## config.mk

```make
export PLATFORM = sky130hd
export DESIGN_NAME = fp_mul_arbiter_flat
export DESIGN_NICKNAME = d
export VERILOG_FILES = /design/src/rtl/fp_mul_arbiter_if.sv /design/src/rtl/fp_mul_arbiter.sv /design/src/flat_wrapper.sv
export SDC_FILE = /design/constraint.sdc
export NUM_CORES = 1
export LEC_CHECK = 0
export ABC_AREA = 1
export CORE_AREA = 3 3 159 161
export DETAILED_ROUTE_END_ITERATION = 8
export DIE_AREA = 0 0 162 164
export PLACE_DENSITY = 0.67
export SLEW_MARGIN = 40
export SYNTH_ARGS = -nofsm -noshare
export SYNTH_HDL_FRONTEND = slang
export SYNTH_SLANG_ARGS = --single-unit
export TNS_END_PERCENT = 30
```

## constraint.sdc

```tcl
create_clock -name clk -period 3.84 [get_ports clk]
set_input_delay 0.768 -clock clk [delete_from_list [all_inputs] [get_ports clk]]
set_output_delay 0.768 -clock clk [all_outputs]
set_load 0.01 [all_outputs]
```

## src/rtl/fp_mul_arbiter_if.sv

```systemverilog
// Request/response bundle between the client blocks and fp_mul_arbiter.
// Handshake: a transfer happens on a rising edge where valid and ready are both 1; valid may drop before ready.
interface fp_mul_arbiter_if #(
  parameter int NUM_REQ = 4
) ();
  localparam int ID_W = (NUM_REQ > 1) ? $clog2(NUM_REQ) : 1;

  logic [NUM_REQ-1:0]    req_valid;
  logic [NUM_REQ-1:0]    req_ready;
  logic [NUM_REQ*32-1:0] req_a;
  logic [NUM_REQ*32-1:0] req_b;
  logic                  rsp_valid;
  logic                  rsp_ready;
  logic [ID_W-1:0]       rsp_id;
  logic [31:0]           rsp_result;

  modport master (
    output req_valid, req_a, req_b, rsp_ready,
    input  req_ready, rsp_valid, rsp_id, rsp_result
  );

  modport slave (
    input  req_valid, req_a, req_b, rsp_ready,
    output req_ready, rsp_valid, rsp_id, rsp_result
  );
endinterface

```

## src/rtl/fp_mul_arbiter.sv

```systemverilog
// Round-robin sharing of one external combinational FP multiplier between NUM_REQ requesters.
// Operands are registered, held MUL_LATENCY cycles, then the product is returned with the requester id.
module fp_mul_arbiter #(
  parameter int NUM_REQ     = 4,
  parameter int MUL_LATENCY = 1,
  parameter int CNT_W       = 16
) (
  input  logic             clk,
  input  logic             rst,
  fp_mul_arbiter_if.slave  bus,
  output logic [31:0]      mul_a,
  output logic [31:0]      mul_b,
  input  logic [31:0]      mul_result,
  output logic             busy,
  output logic [CNT_W-1:0] op_count,
  output logic [1:0]       dbg_state
);
  localparam int ID_W = (NUM_REQ > 1) ? $clog2(NUM_REQ) : 1;

  typedef enum logic [1:0] {
    IDLE = 2'd0,
    WAIT = 2'd1,
    RESP = 2'd2
  } state_t;

  state_t             state, state_n;
  logic [ID_W-1:0]    ptr;
  logic [ID_W-1:0]    grant;
  logic               found;
  logic [NUM_REQ-1:0] ready;
  logic [3:0]         wait_cnt;
  logic               rsp_valid_q;
  logic [ID_W-1:0]    rsp_id_q;
  logic [31:0]        rsp_result_q;
  int                 idx;

  // Scan from the highest offset down so the last hit is the first requester at or after ptr.
  always_comb begin
    found = 1'b0;
    grant = '0;
    idx   = 0;
    for (int k = NUM_REQ - 1; k >= 0; k--) begin
      idx = int'(ptr) + k;
      if (idx >= NUM_REQ) idx = idx - NUM_REQ;
      if (bus.req_valid[idx]) begin
        found = 1'b1;
        grant = idx[ID_W-1:0];
      end
    end
  end

  always_comb begin
    state_n = state;
    ready   = '0;
    case (state)
      IDLE: begin
        if (found) begin
          ready[grant] = 1'b1;
          state_n      = WAIT;
        end
      end
      WAIT:    if (wait_cnt == 4'd1) state_n = RESP;
      RESP:    if (bus.rsp_ready) state_n = IDLE;
      default: state_n = IDLE;
    endcase
  end

  always_ff @(posedge clk) begin
    if (rst) begin
      state        <= IDLE;
      ptr          <= '0;
      mul_a        <= '0;
      mul_b        <= '0;
      wait_cnt     <= '0;
      rsp_valid_q  <= 1'b0;
      rsp_id_q     <= '0;
      rsp_result_q <= '0;
      op_count     <= '0;
    end else begin
      state <= state_n;
      case (state)
        IDLE: begin
          if (found) begin
            mul_a    <= bus.req_a[grant*32 +: 32];
            mul_b    <= bus.req_b[grant*32 +: 32];
            rsp_id_q <= grant;
            ptr      <= (int'(grant) == NUM_REQ - 1) ? '0 : grant + ID_W'(1);
            wait_cnt <= 4'(MUL_LATENCY);
          end
        end
        WAIT: begin
          wait_cnt <= wait_cnt - 4'd1;
          if (wait_cnt == 4'd1) begin
            rsp_result_q <= mul_result;
            rsp_valid_q  <= 1'b1;
          end
        end
        RESP: begin
          if (bus.rsp_ready) begin
            rsp_valid_q <= 1'b0;
            op_count    <= op_count + CNT_W'(1);
          end
        end
        default: ;
      endcase
    end
  end

  assign bus.req_ready  = ready;
  assign bus.rsp_valid  = rsp_valid_q;
  assign bus.rsp_id     = rsp_id_q;
  assign bus.rsp_result = rsp_result_q;
  assign busy           = (state != IDLE);
  assign dbg_state      = state;
endmodule

```

## src/flat_wrapper.sv

```systemverilog
// flat-port wrapper written by rule: the top's interface ports become plain ports
module fp_mul_arbiter_flat 
#(
  parameter int NUM_REQ     = 4,
  parameter int MUL_LATENCY = 1,
  parameter int CNT_W       = 16
)
  (clk, rst, mul_a, mul_b, mul_result, busy, op_count, dbg_state, bus_req_valid, bus_req_a, bus_req_b, bus_rsp_ready, bus_req_ready, bus_rsp_valid, bus_rsp_id, bus_rsp_result);
  fp_mul_arbiter_if #(.NUM_REQ(NUM_REQ)) bus_i ();
  input  logic clk;
  input  logic rst;
  output logic [31:0] mul_a;
  output logic [31:0] mul_b;
  input  logic [31:0] mul_result;
  output logic busy;
  output logic [CNT_W-1:0] op_count;
  output logic [1:0] dbg_state;
  input wire logic [$bits(bus_i.req_valid)-1:0] bus_req_valid;
  input wire logic [$bits(bus_i.req_a)-1:0] bus_req_a;
  input wire logic [$bits(bus_i.req_b)-1:0] bus_req_b;
  input wire logic [$bits(bus_i.rsp_ready)-1:0] bus_rsp_ready;
  output wire logic [$bits(bus_i.req_ready)-1:0] bus_req_ready;
  output wire logic [$bits(bus_i.rsp_valid)-1:0] bus_rsp_valid;
  output wire logic [$bits(bus_i.rsp_id)-1:0] bus_rsp_id;
  output wire logic [$bits(bus_i.rsp_result)-1:0] bus_rsp_result;
  assign bus_i.req_valid = bus_req_valid;
  assign bus_i.req_a = bus_req_a;
  assign bus_i.req_b = bus_req_b;
  assign bus_i.rsp_ready = bus_rsp_ready;
  assign bus_req_ready = bus_i.req_ready;
  assign bus_rsp_valid = bus_i.rsp_valid;
  assign bus_rsp_id = bus_i.rsp_id;
  assign bus_rsp_result = bus_i.rsp_result;
  fp_mul_arbiter #(.NUM_REQ(NUM_REQ), .MUL_LATENCY(MUL_LATENCY), .CNT_W(CNT_W)) u_core (.clk(clk), .rst(rst), .bus(bus_i), .mul_a(mul_a), .mul_b(mul_b), .mul_result(mul_result), .busy(busy), .op_count(op_count), .dbg_state(dbg_state));
endmodule
```

After elaboration in Yosys (flattened, before gate mapping)
Index checks and enable logic that the tools add are counted.
{"block": "classes", "shift": 2, "add_sub_neg": 10, "reduce_logical": 11, "eq_ne": 7, "magnitude_cmp": 10, "muxes": 38}
{"cell": "128-bit by 8-bit variable part select with 32-bit output", "count": 2}
{"cell": "32-bit by 4-bit less-than comparator with 1-bit output, second input constant", "count": 4}
{"cell": "32-bit two-way mux", "count": 4}
{"cell": "32-bit by 4-bit greater-or-equal comparator with 1-bit output, second input constant", "count": 3}
{"cell": "32-bit by 4-bit subtractor with 32-bit output, second input constant", "count": 3}
{"cell": "16-bit by 1-bit adder with 16-bit output, second input constant", "count": 1}
{"cell": "2-bit two-way mux", "count": 8}
{"cell": "1-bit two-way mux", "count": 15}
{"cell": "4-bit two-way mux", "count": 3}
{"cell": "1-bit binary-select mux with 2-bit select", "count": 4}
{"cell": "4-bit case mux with 2 select lines", "count": 1}
{"cell": "2-bit AND reduction", "count": 4}
{"cell": "2-bit by 2-bit adder with 3-bit output, second input constant", "count": 2}
{"cell": "2-bit case mux with 3 select lines", "count": 1}
{"cell": "3-bit AND reduction", "count": 2}
{"cell": "2-bit nonzero test", "count": 3}
{"cell": "2-bit by 1-bit == test with 1-bit output, second input constant", "count": 2}
{"cell": "4-bit by 1-bit == test with 1-bit output, second input constant", "count": 1}
{"cell": "2-bit by 1-bit inequality test with 1-bit output, second input constant", "count": 2}
{"cell": "2-bit by 3-bit subtractor with 4-bit output, second input constant", "count": 1}
{"cell": "4-bit by 1-bit subtractor with 4-bit output, second input constant", "count": 1}
{"cell": "2-bit by 1-bit adder with 3-bit output, second input constant", "count": 1}
{"cell": "2-bit by 3-bit greater-or-equal comparator with 1-bit output, second input constant", "count": 1}
{"cell": "2-bit by 3-bit less-than comparator with 1-bit output, second input constant", "count": 1}
{"cell": "8 further kinds", "count": 8}
{"block": "totals", "input_bits": 295, "register_bits": 123, "word_cells": 87, "out_inout_bits": 122}

Depth between registers and ports, before layout
Gate-level depths: netlist (run 1).
{"block": "depth", "word_depth": 16, "ltp_mapped": 17, "ltp_nobuf": 14}

Worst setup path after synthesis (run 1)
Ideal clock, no wire load.
{"block": "synth_path", "path_kind": "input-to-output", "start": "input port bus_req_valid[1]", "end": "output port bus_req_ready[3]", "t_required_ns": 3.072, "slack_ns": 0.991, "t_arrival_ns": 2.081, "stages": 12, "n_path_buf": 2, "cell_sequence": "inv_1 o21ai_1 nand2_1 nand3_1 nand3_1 nand2_1 inv_2 buf_4 buf_4 ha_1 inv_1 nor2_1"}
{"block": "synth_via", "elab_chain_len": 13}
{"element": "start, declared", "line_no": "flat_wrapper.sv:18", "source": "input wire logic [$bits(bus_i.req_valid)-1:0] bus_req_valid;"}
{"element": "1-bit binary-select mux with 2-bit select", "line_no": "fp_mul_arbiter.sv:45", "source": "if (bus.req_valid[idx]) begin"}
{"element": "1-bit two-way mux (not written as such) (2 in series)", "line_no": "fp_mul_arbiter.sv:45"}
{"element": "2-bit two-way mux (4 in series)", "line_no": "fp_mul_arbiter.sv:45"}
{"element": "2-bit by 3-bit less-than comparator with 1-bit output (not written as such) or 2-bit by 1-bit greater-or-equal comparator with 1-bit output (tied branches)", "line_no": "fp_mul_arbiter.sv:58", "source": "ready[grant] = 1'b1;"}
{"element": "1-bit logical AND (not written as such)", "line_no": "fp_mul_arbiter.sv:58"}
{"element": "1-bit two-way mux (not written as such)", "line_no": "fp_mul_arbiter.sv:58"}
{"element": "1-bit demux with 2-bit select"}
{"element": "4-bit two-way mux *", "line_no": "fp_mul_arbiter.sv:57", "source": "if (found) begin"}
{"element": "4-bit two-way mux *", "line_no": "fp_mul_arbiter.sv:55", "source": "case (state)"}
{"element": "end, declared", "line_no": "flat_wrapper.sv:22", "source": "output wire logic [$bits(bus_i.req_ready)-1:0] bus_req_ready;"}
Mark *: on every way between the ends. The rest lies on a longest branch, timed or not. The select of a mux whose other input is x is not followed.

Final worst setup path (run 1)
{"block": "layout_path", "start": "input port bus_req_valid[3]", "end": "output port bus_req_ready[2]"}
Same word-level chain as after synthesis.

==> impl_metrics.toml, run 1 <==
[setup_path]
critical_path_class = "primary input to primary output"
rrSetupSlack_ns = 1.23
cpLargestDelayFamily = "buffers and inverters"
worstSetupEndpointType = "primary output"
path_cells = "clkdlybuf4s50_1 -> inv_1 -> o21ai_1 -> nand2_1 -> nand2_1 -> inv_1 -> nand3_1 -> nand2_4 -> clkinv_2 -> nand2_1 -> nor2_2 -> clkdlybuf4s50_1"
crit_arrival_ns = 2.85
critPathLaunchType = "primary input"
worstPathMaxFanout = 10
cpMaxStageDelayCell = "clkdlybuf4s50_1"
cp.required_ns = 3.07
cpMostUsedCell = "nand2_1"
crit_path_max_incr_delay_ns = 0.57
path_buf_inv = 5

[global_route]
antenna_found_initial = 0
track_usage_pct = 21.3
gr-total-overflow = 0
grt_pass1_wl_um = 45200
first_global_vias = 8701
grt_max_degree = 104

[timing]
slew-limit-headroom_pct = 45.2
period_share_pct = 94.3
finalMaxSlewViolations = 0
final.setup.tns_ns = 0
worstMarginPinSlew_ns = 0.822
max_freq_mhz = 276
hold_viol = 0
skew_ns = 0.0193
fin_crit_ns = 3.62
setup_viol = 0

[synthesis]
ys_warn_count = 0
synth_fp_nets = 1648
ys_seq_elements = 123
yosysSeqAreaShare_pct = 32.3
syn-cell-area_mm2 = 0.00762
synthCells = 1349
synth_cell_types = 27
syn_avg_cell_area_um2 = 5.65

[placed_design]
placed_area_mm2 = 0.0119
gp_congestion = 0.869
portBuffers = 416
dp.final_hpwl_um = 21300

[floorplan]
num_rows = 57
die_width_um = 162
pin_count = 417
coreArea_mm2 = 0.0241
die_h_um = 164
start_util_pct = 31.6
die_area_mm2 = 0.0266

[layout]
finish.utilization_pct = 51.9
drive_gt1_share_pct = 3.58
final_nets = 2018
syn2layout_area_growth_pct = 64.2
final_cell_area_mm2 = 0.0125

[routing]
route.detailed.wl_per_inst_um = 14.3
drc = 0
drtIter0Drc = 707
ant_nets = 0
routed_wl_um = 29400
via_count = 9227
dr.pass1.iters = 5
vias_per_cell = 4.49

[clocking]
cts_htree_levels = 4
postCtsHoldBufs = 0
cts.sinks = 123
cts.path.max_buffers = 2
clock_latency_ns = 0.43
clkTransAtPathRegs_ns = 0.06
cts_tree = "done"
cts_resized = 0
cts_root_buffer = "clkbuf_16"
postCtsSetupRepairBufs = 0
cts_buffers = 17

[min_path]
hp-class = "register to register"

[power]
leakagePower_uw = 0.00615
power.density_mw_per_mm2 = 707
vdd_drop_max_mv = 0.782
p_total_uw = 8850

[outcome]
outcome = "completed"

[run]
cap_violations = 0
state kept, by name (all words and copies together) (netlist names):
name / cells
u_core.bus.rsp_valid: 1
u_core.bus.rsp_result: 32
u_core.op_count: 16
u_core.dbg_state: 2
u_core.wait_cnt: 4
u_core.mul_a: 32
u_core.bus.rsp_id: 2
u_core.mul_b: 32
u_core.ptr: 2
Yosys cell counts (all sizes together):
library cell	instances	area share, %
o21ai	46	3.0
nand2	302	15
xor2	2	0.23
inv	238	12
buf	48	3.7
and3	1	0.082
o21a	1	0.099
a211oi	2	0.20
a21oi	20	1.3
or2	1	0.082
clkbuf	31	1.5
nor4	2	0.16
nand3	214	14
o211ai	1	0.099
ha	4	0.66
dfxtp	123	32
nor3	4	0.26
clkinv	1	0.049
nor2	307	15
nand4	1	0.082
tightest hold or removal path, delay by kind of cell (launching register included):
| kind | cells | cell delay [ns] |
|---|---|---|
| DFF | 1 | 0.31 |
| and+or+nand+nor | 1 | 0.06 |
| AOI/OAI and AO/OA | 1 | 0.06 |
layout by cell type, fill, tap and decap left out, drive strengths merged, types with 4 or more instances in the layout:
master	instances
clkinv	5
nand3	214
inv	244
dfxtp	123
clkdlybuf4s50	415
nand2	302
ha	4
nor2	307
o21ai	46
clkbuf	20
a21oi	20
nor3	4
buf	14
cell type report:
cell class,instances,area [µm²]
flip-flops and latches,123,2460
clock inverters,13,131
clock buffers,19,443
well taps,324,405
diodes,1,2.50
multi-input cells,908,3870
repair buffers,430,4290
fillers,2524,11600
inverters,239,898
final timing paths:
kind                        startpoint                   end  cells after the start
hold / removal    u_core.bus.rsp_valid  u_core.bus.rsp_valid                      2
setup / recovery      bus_req_valid[3]      bus_req_ready[2]                     12
hold reg to reg   u_core.bus.rsp_valid  u_core.bus.rsp_valid                      2
setup reg to reg         u_core.ptr[0]      u_core.mul_a[21]                     16
cell families after synthesis:
kind of cell,Yosys count,share of synthesized area [%]
fa+ha+maj,4,0.657
compound gates,70,4.73
buf+inv,318,17.0
xor+xnor,2,0.230
simple gates,832,45.0
flops,123,32.3
power breakdown:
part           leakage, µW  internal, µW  switching [µW]
combinational      0.00486          2140            3220
sequential         0.00101          1690             214
clock             0.000278           925             656
total              0.00615          4760            4090
layer usage:
metal	part of all wire (%)	track usage, %
met3	9.3	7.21
met4	2.0	6.79
met2	49	37.5
met1	40	24.5
met5	0	0
per-stage QoR:
step           hold slack, ns  setup slack (ns)  instances
2_1_floorplan           0.452             0.991       1349
3_3_place_gp            0.458             0.158       2024
3_5_place_dp            0.466             0.127       2024
4_1_cts                 0.475            0.0991       2056
5_1_grt                 0.505         -0.000967       2056
6_report                0.470             0.218       2057
Power figures use the tool's default switching activity.
==> inputs of run 2 (changes only) <==
- PLACE_DENSITY: 0.67 -> 0.7
- clock period: 3.84 -> 2.95 ns (I/O delays scaled with it)
==> run 2 against run 1 <==
Core utilization rose by 0.56 points. Worst hold slack got worse by 0.0046 ns. Combinational power rose by 32%. Routed wire length barely moved. Register-to-register slack got worse by 0.71 ns. Cell count rose by 0.49%. First-iteration DRC count rose by 6.2%. Power rose by 33%. Design area rose by 1.1%. Worst setup slack got worse by 0.13 ns. Global-route usage fell by 0.29 points. Critical path type unchanged.
==> impl_metrics.toml, run 2 (synthesized netlist as in run 1, its figures left out) <==
[run]
cap_violations = 0

[setup_path]
crit_arrival_ns = 2.27
worstPathMaxFanout = 3
cp.required_ns = 2.36
critPathLaunchType = "primary input"
critical_path_class = "primary input to primary output"
worstSetupEndpointType = "primary output"

[placed_design]
portBuffers = 416
pre_cts_slack_ns = -0.254
dp.final_hpwl_um = 21500
gp_congestion = 0.934
dp_cells = 2035
placed_area_mm2 = 0.0120

[layout]
final_cell_area_mm2 = 0.0126
multiInputGateArea_mm2 = 0.00388
final_common_cell = "clkdlybuf4s50_1"
n_fill_cell = 2444
finalNonFillerCells = 2067
diodes = 0
syn2layout_area_growth_pct = 66.0
ff_latch_area_mm2 = 0.00246
drive_gt1_share_pct = 4.59
final_nets = 2029
layout_common_cells = "410 x clkdlybuf4s50_1, 305 x nor2_1, 298 x nand2_1"
finish.utilization_pct = 52.4

[timing]
fin_crit_ns = 2.86
hold_viol = 0
period_share_pct = 96.9
worstMarginPinSlew_ns = 0.776
slew-limit-headroom_pct = 48.3
skew_ns = 0.0132
max_freq_mhz = 350
setup_viol = 0
finalMaxSlewViolations = 0
layout_setup_ws_ns = 0.0903
final.setup.tns_ns = 0

[routing]
routed_wl_um = 29400
ant_nets = 0
route.detailed.wl_per_inst_um = 14.2
drtIter0Drc = 751
via_count = 9393
dr.pass1.iters = 5
drc = 0
vias_per_cell = 4.54

[clocking]
cts_tree = "done"
postCtsSetupRepairBufs = 0
cts.sinks = 123
cts_htree_levels = 4
cts_buffers = 17
clock_latency_ns = 0.41
clkTransAtPathRegs_ns = 0.07
cts_root_buffer = "clkbuf_16"
postCtsHoldBufs = 0
cts.path.max_buffers = 2

[floorplan]
pin_count = 417
coreArea_mm2 = 0.0241
die_area_mm2 = 0.0266
num_rows = 57
die_h_um = 164
die_width_um = 162
start_util_pct = 31.6

[outcome]
outcome = "completed"

[power]
leakagePower_uw = 0.00625
power.density_mw_per_mm2 = 932
vdd_drop_max_mv = 0.588

[global_route]
first_global_vias = 8731
track_usage_pct = 21.1
grt_max_degree = 92
gr-total-overflow = 0
grt_pass1_wl_um = 45100
antenna_found_initial = 1

[min_path]
hp-class = "register to register"
run 2: cell types whose count changed in the layout (fill, tap and decap cells not counted), sizes merged:
cell           delta
dlymetal6s2s      +1
clkdlybuf4s15     +2
clkinvlp          -1
diode             -1
inv               +1
bufinv            +1
buf              +12
clkdlybuf4s50     -5
run 2: path summary, 6_finish.rpt:
path	startpoint	to	slack [ns]	cells past startpoint
worst max-delay path	bus_req_valid[1]	bus_req_ready[1]	0.09	11
worst max register to register	u_core.ptr[0]	u_core.mul_b[31]	0.52	14
worst min-delay path	u_core.bus.rsp_valid	u_core.bus.rsp_valid	0.47	2
worst min register to register	u_core.bus.rsp_valid	u_core.bus.rsp_valid	0.47	2
run 2: power breakdown:
group,leakage (µW),internal (µW),total (µW),switching (µW)
combinational,0.00493,2890,7090,4210
sequential,0.00101,2210,2490,282
clock,0.000300,1310,2200,890
total,0.00625,6400,11800,5380
run 2: per-stage QoR:
step           total power (µW)  hold slack (ns)
4_1_cts                   11900            0.464
2_1_floorplan              6980            0.452
3_3_place_gp               9540            0.450
5_1_grt                   12800            0.488
3_5_place_dp               9650            0.453
6_report                  11800            0.465
run 2: worst max-delay path, stage by stage:
cell and delay, ns:
clkdlybuf4s50_1 0.45, inv_1 0.05, o21ai_2 0.16, nand2_1 0.14, nand3_1 0.12, nand3_1 0.08, nand2_1 0.10, inv_2 0.06
buf_4 0.14, nor3_1 0.12, clkdlybuf4s15_1 0.26
run 2: final cells by class:
class                      instances  area share (%)
timing repair buffer             441            34.7
multi-input combinational        908            30.7
sequential                       123            19.5
inverter                         239            7.11
clock buffer                      18            3.47
tap                              324            3.21
clock inverter                    14            1.38
run 2: repair_timing:
| item | CTS | global route |
|---|---|---|
| gates resized for setup | 4 | 13 |
| endpoints found under the setup margin | 4 | 4 |
| endpoints found under the hold margin | 0 | 0 |
| pin swaps | 0 | 2 |
run 2: layer usage:
metal / track usage [%] / part of all wire, % / vias up
met3: 6.51 / 9.2 / 48
met1: 24.0 / 40 / 4122
met4: 6.71 / 2.4 / 2
li1: - / - / 4821
met2: 37.6 / 49 / 400
met5: 0 / 0.044 / -
==> inputs of run 3 (changes only) <==
- ABC_AREA: 1 -> not set
- CORE_AREA: 3 3 159 161 -> 3 3 163 165
- DIE_AREA: 0 0 162 164 -> 0 0 166 168
- PLACE_DENSITY: 0.7 -> not set
==> run 3 against run 2 <==
Die area rose by 5.0%. Global-route usage fell by 0.75 points. Cell count fell by 26%. Area after synthesis fell by 12%. Design area fell by 5.3%. Critical path type unchanged. Largest power group unchanged.
==> impl_metrics.toml, run 3 <==
[setup_path]
rrSetupSlack_ns = 0.73
worstSetupEndpointType = "primary output"
r2r-start = "u_core.ptr[0]"
timing.rr.end = "u_core.mul_a[12]"
startpoint = "bus_req_valid[2]"
worstPathMaxFanout = 4
critPathLaunchType = "primary input"
cp.required_ns = 2.36
reg2reg_depth = 7
crit_arrival_ns = 2.26
critical_path_class = "primary input to primary output"
timing.critical_path.to = "bus_req_ready[3]"

[layout]
layout_common_cells = "410 x clkdlybuf4s50_1, 141 x nand2_1, 123 x dfxtp_1"
drive_gt1_share_pct = 11.6
syn2layout_area_growth_pct = 77.6
final_common_cell = "clkdlybuf4s50_1"
final_nets = 1490
final_cell_area_mm2 = 0.0120

[clocking]
cts_htree_levels = 4
clock_latency_ns = 0.42
cts_root_buffer = "clkbuf_16"
cts.sinks = 123
clkTransAtPathRegs_ns = 0.07
cts_buffers = 17
cts_tree = "done"
postCtsHoldBufs = 0
cts.path.max_buffers = 2

[synthesis]
synth.area.top_cells = "dfxtp_1 37%, o211ai_2 11%, mux2i_1 9.8%"
yosysSeqAreaShare_pct = 36.5
synth_cell_types = 47
synth-main-ff-cell = "dfxtp_1"
synthArstFlopShare_pct = 0
synth_top_area_share_pct = 36.5
ys_seq_elements = 123
syn_avg_cell_area_um2 = 8.46
syn-cell-area_mm2 = 0.00674
synth_fp_nets = 1096
synth_area_leader_cell = "dfxtp_1"
ys_warn_count = 0
post-synth-top-count-cell = "nand2_1"
synth_commonest_cells = "141 x nand2_1, 123 x dfxtp_1, 71 x nand3_1, 66 x mux2i_1, 64 x a21o_1"
synth_edf_count = 0
synthCells = 797

[outcome]
outcome = "completed"

[min_path]
hp-class = "register to register"

[timing]
hold_viol = 0
max_freq_mhz = 350
fin_hold_ws_ns = 0.454
finalMaxSlewViolations = 0
worstMarginPinSlew_ns = 0.677
period_share_pct = 96.7
fin_crit_ns = 2.85
setup_viol = 0
slew-limit-headroom_pct = 54.9
skew_ns = 0.00894
grt_setup_unrepaired = "no"

[global_route]
gr-total-overflow = 0
antenna_found_initial = 1
grt_pass1_wl_um = 45000
track_usage_pct = 20.3
grt_max_degree = 64
first_global_vias = 7476

[routing]
via_count = 7327
ant_nets = 0
routed_wl_um = 29100
dr.pass1.iters = 4
vias_per_cell = 4.77
route.detailed.wl_per_inst_um = 19.0
drc = 0
drtIter0Drc = 385

[power]
power.density_mw_per_mm2 = 556
leakagePower_uw = 0.00478
p_total_uw = 6650
vdd_drop_max_mv = 0.386

[floorplan]
num_rows = 58
die_h_um = 168
pin_count = 417
start_util_pct = 26.8
die_area_mm2 = 0.0279
die_width_um = 166
coreArea_mm2 = 0.0252

[placed_design]
portBuffers = 416
gp_congestion = 0.811
dp.final_hpwl_um = 21000
placed_area_mm2 = 0.0113

[run]
cap_violations = 0
==> run 3: area by class of cell <==
class | instances | area (µm²)
timing repair buffer | 444 | 4470
fill | 2425 | 13200
tap | 330 | 413
sequential | 123 | 2460
clock buffer | 18 | 429
inverter | 5 | 18.8
multi-input combinational | 600 | 4010
antenna | 1 | 2.50
clock inverter | 14 | 161
==> run 3: metrics by stage <==
stage          TNS [ns]  cells  util, %  worst slack [ns]
3_3_place_gp     -0.858   1501     45.0            -0.286
6_report              0   1535     47.5            0.0966
4_1_cts          -0.130   1534     47.4            -0.130
3_5_place_dp      -1.01   1501     45.0            -0.345
2_1_floorplan         0    797        -             0.456
5_1_grt               0   1535     47.5          0.000921
==> run 3: critical path, stage by stage <==
cell and delay (ns):
clkdlybuf4s50_1 0.45, nor2b_4 0.16, a211o_1 0.32, o21a_2 0.16
ha_1 0.22, and2_1 0.14, clkdlybuf4s15_2 0.23
==> run 3: timing repair <==
action,CTS,global route
pin swaps,1,1
resized for setup,7,11
setup endpoints to repair,4,4
gates cloned,0,0
setup buffers,1,0
==> run 3: routing by layer <==
metal  part of all wire, %  vias to the layer above  global-route usage (%)
li1                      -                     3625                       -
met4                   1.3                        0                    4.48
met3                   7.4                       24                    6.32
met5                     0                        -                       0
met2                    49                      264                    34.8
met1                    42                     3414                    25.2
==> run 3: power breakdown <==
part           internal [µW]  total, µW  switching [µW]
Combinational           1300       2450            1160
Sequential              1910       2050             144
Clock                   1270       2140             876
Total                   4470       6650            2180
==> run 3: how the worst min path moves through the flow <==
stage                               from                        end  slack [ns]  cells after the start
6_report        u_core.bus.rsp_result[0]   u_core.bus.rsp_result[0]        0.45                      2
5_1_grt        u_core.bus.rsp_result[28]  u_core.bus.rsp_result[28]        0.46                      2
4_1_cts        u_core.bus.rsp_result[28]  u_core.bus.rsp_result[28]        0.46                      2
3_5_place_dp   u_core.bus.rsp_result[16]  u_core.bus.rsp_result[16]        0.45                      2
3_3_place_gp    u_core.bus.rsp_result[3]   u_core.bus.rsp_result[3]        0.44                      2
2_1_floorplan       u_core.bus.rsp_id[0]       u_core.bus.rsp_id[0]        0.48                      2
==> run 3: cells by family (layout without fill, tap and decap cells) <==
logic type | count (synthesis) | count (layout) | synth area share [%]
AO/OA/AOI/OAI | 241 | 241 | 27.7
multiplexers | 66 | 66 | 9.80
buffers and inverters | 74 | 481 | 5.16
AND/OR/NAND/NOR | 273 | 273 | 18.0
adder cells (fa/ha/maj) | 4 | 4 | 0.742
XOR/XNOR | 16 | 16 | 2.08
other | 0 | 1 | 0
flip-flops | 123 | 123 | 36.5
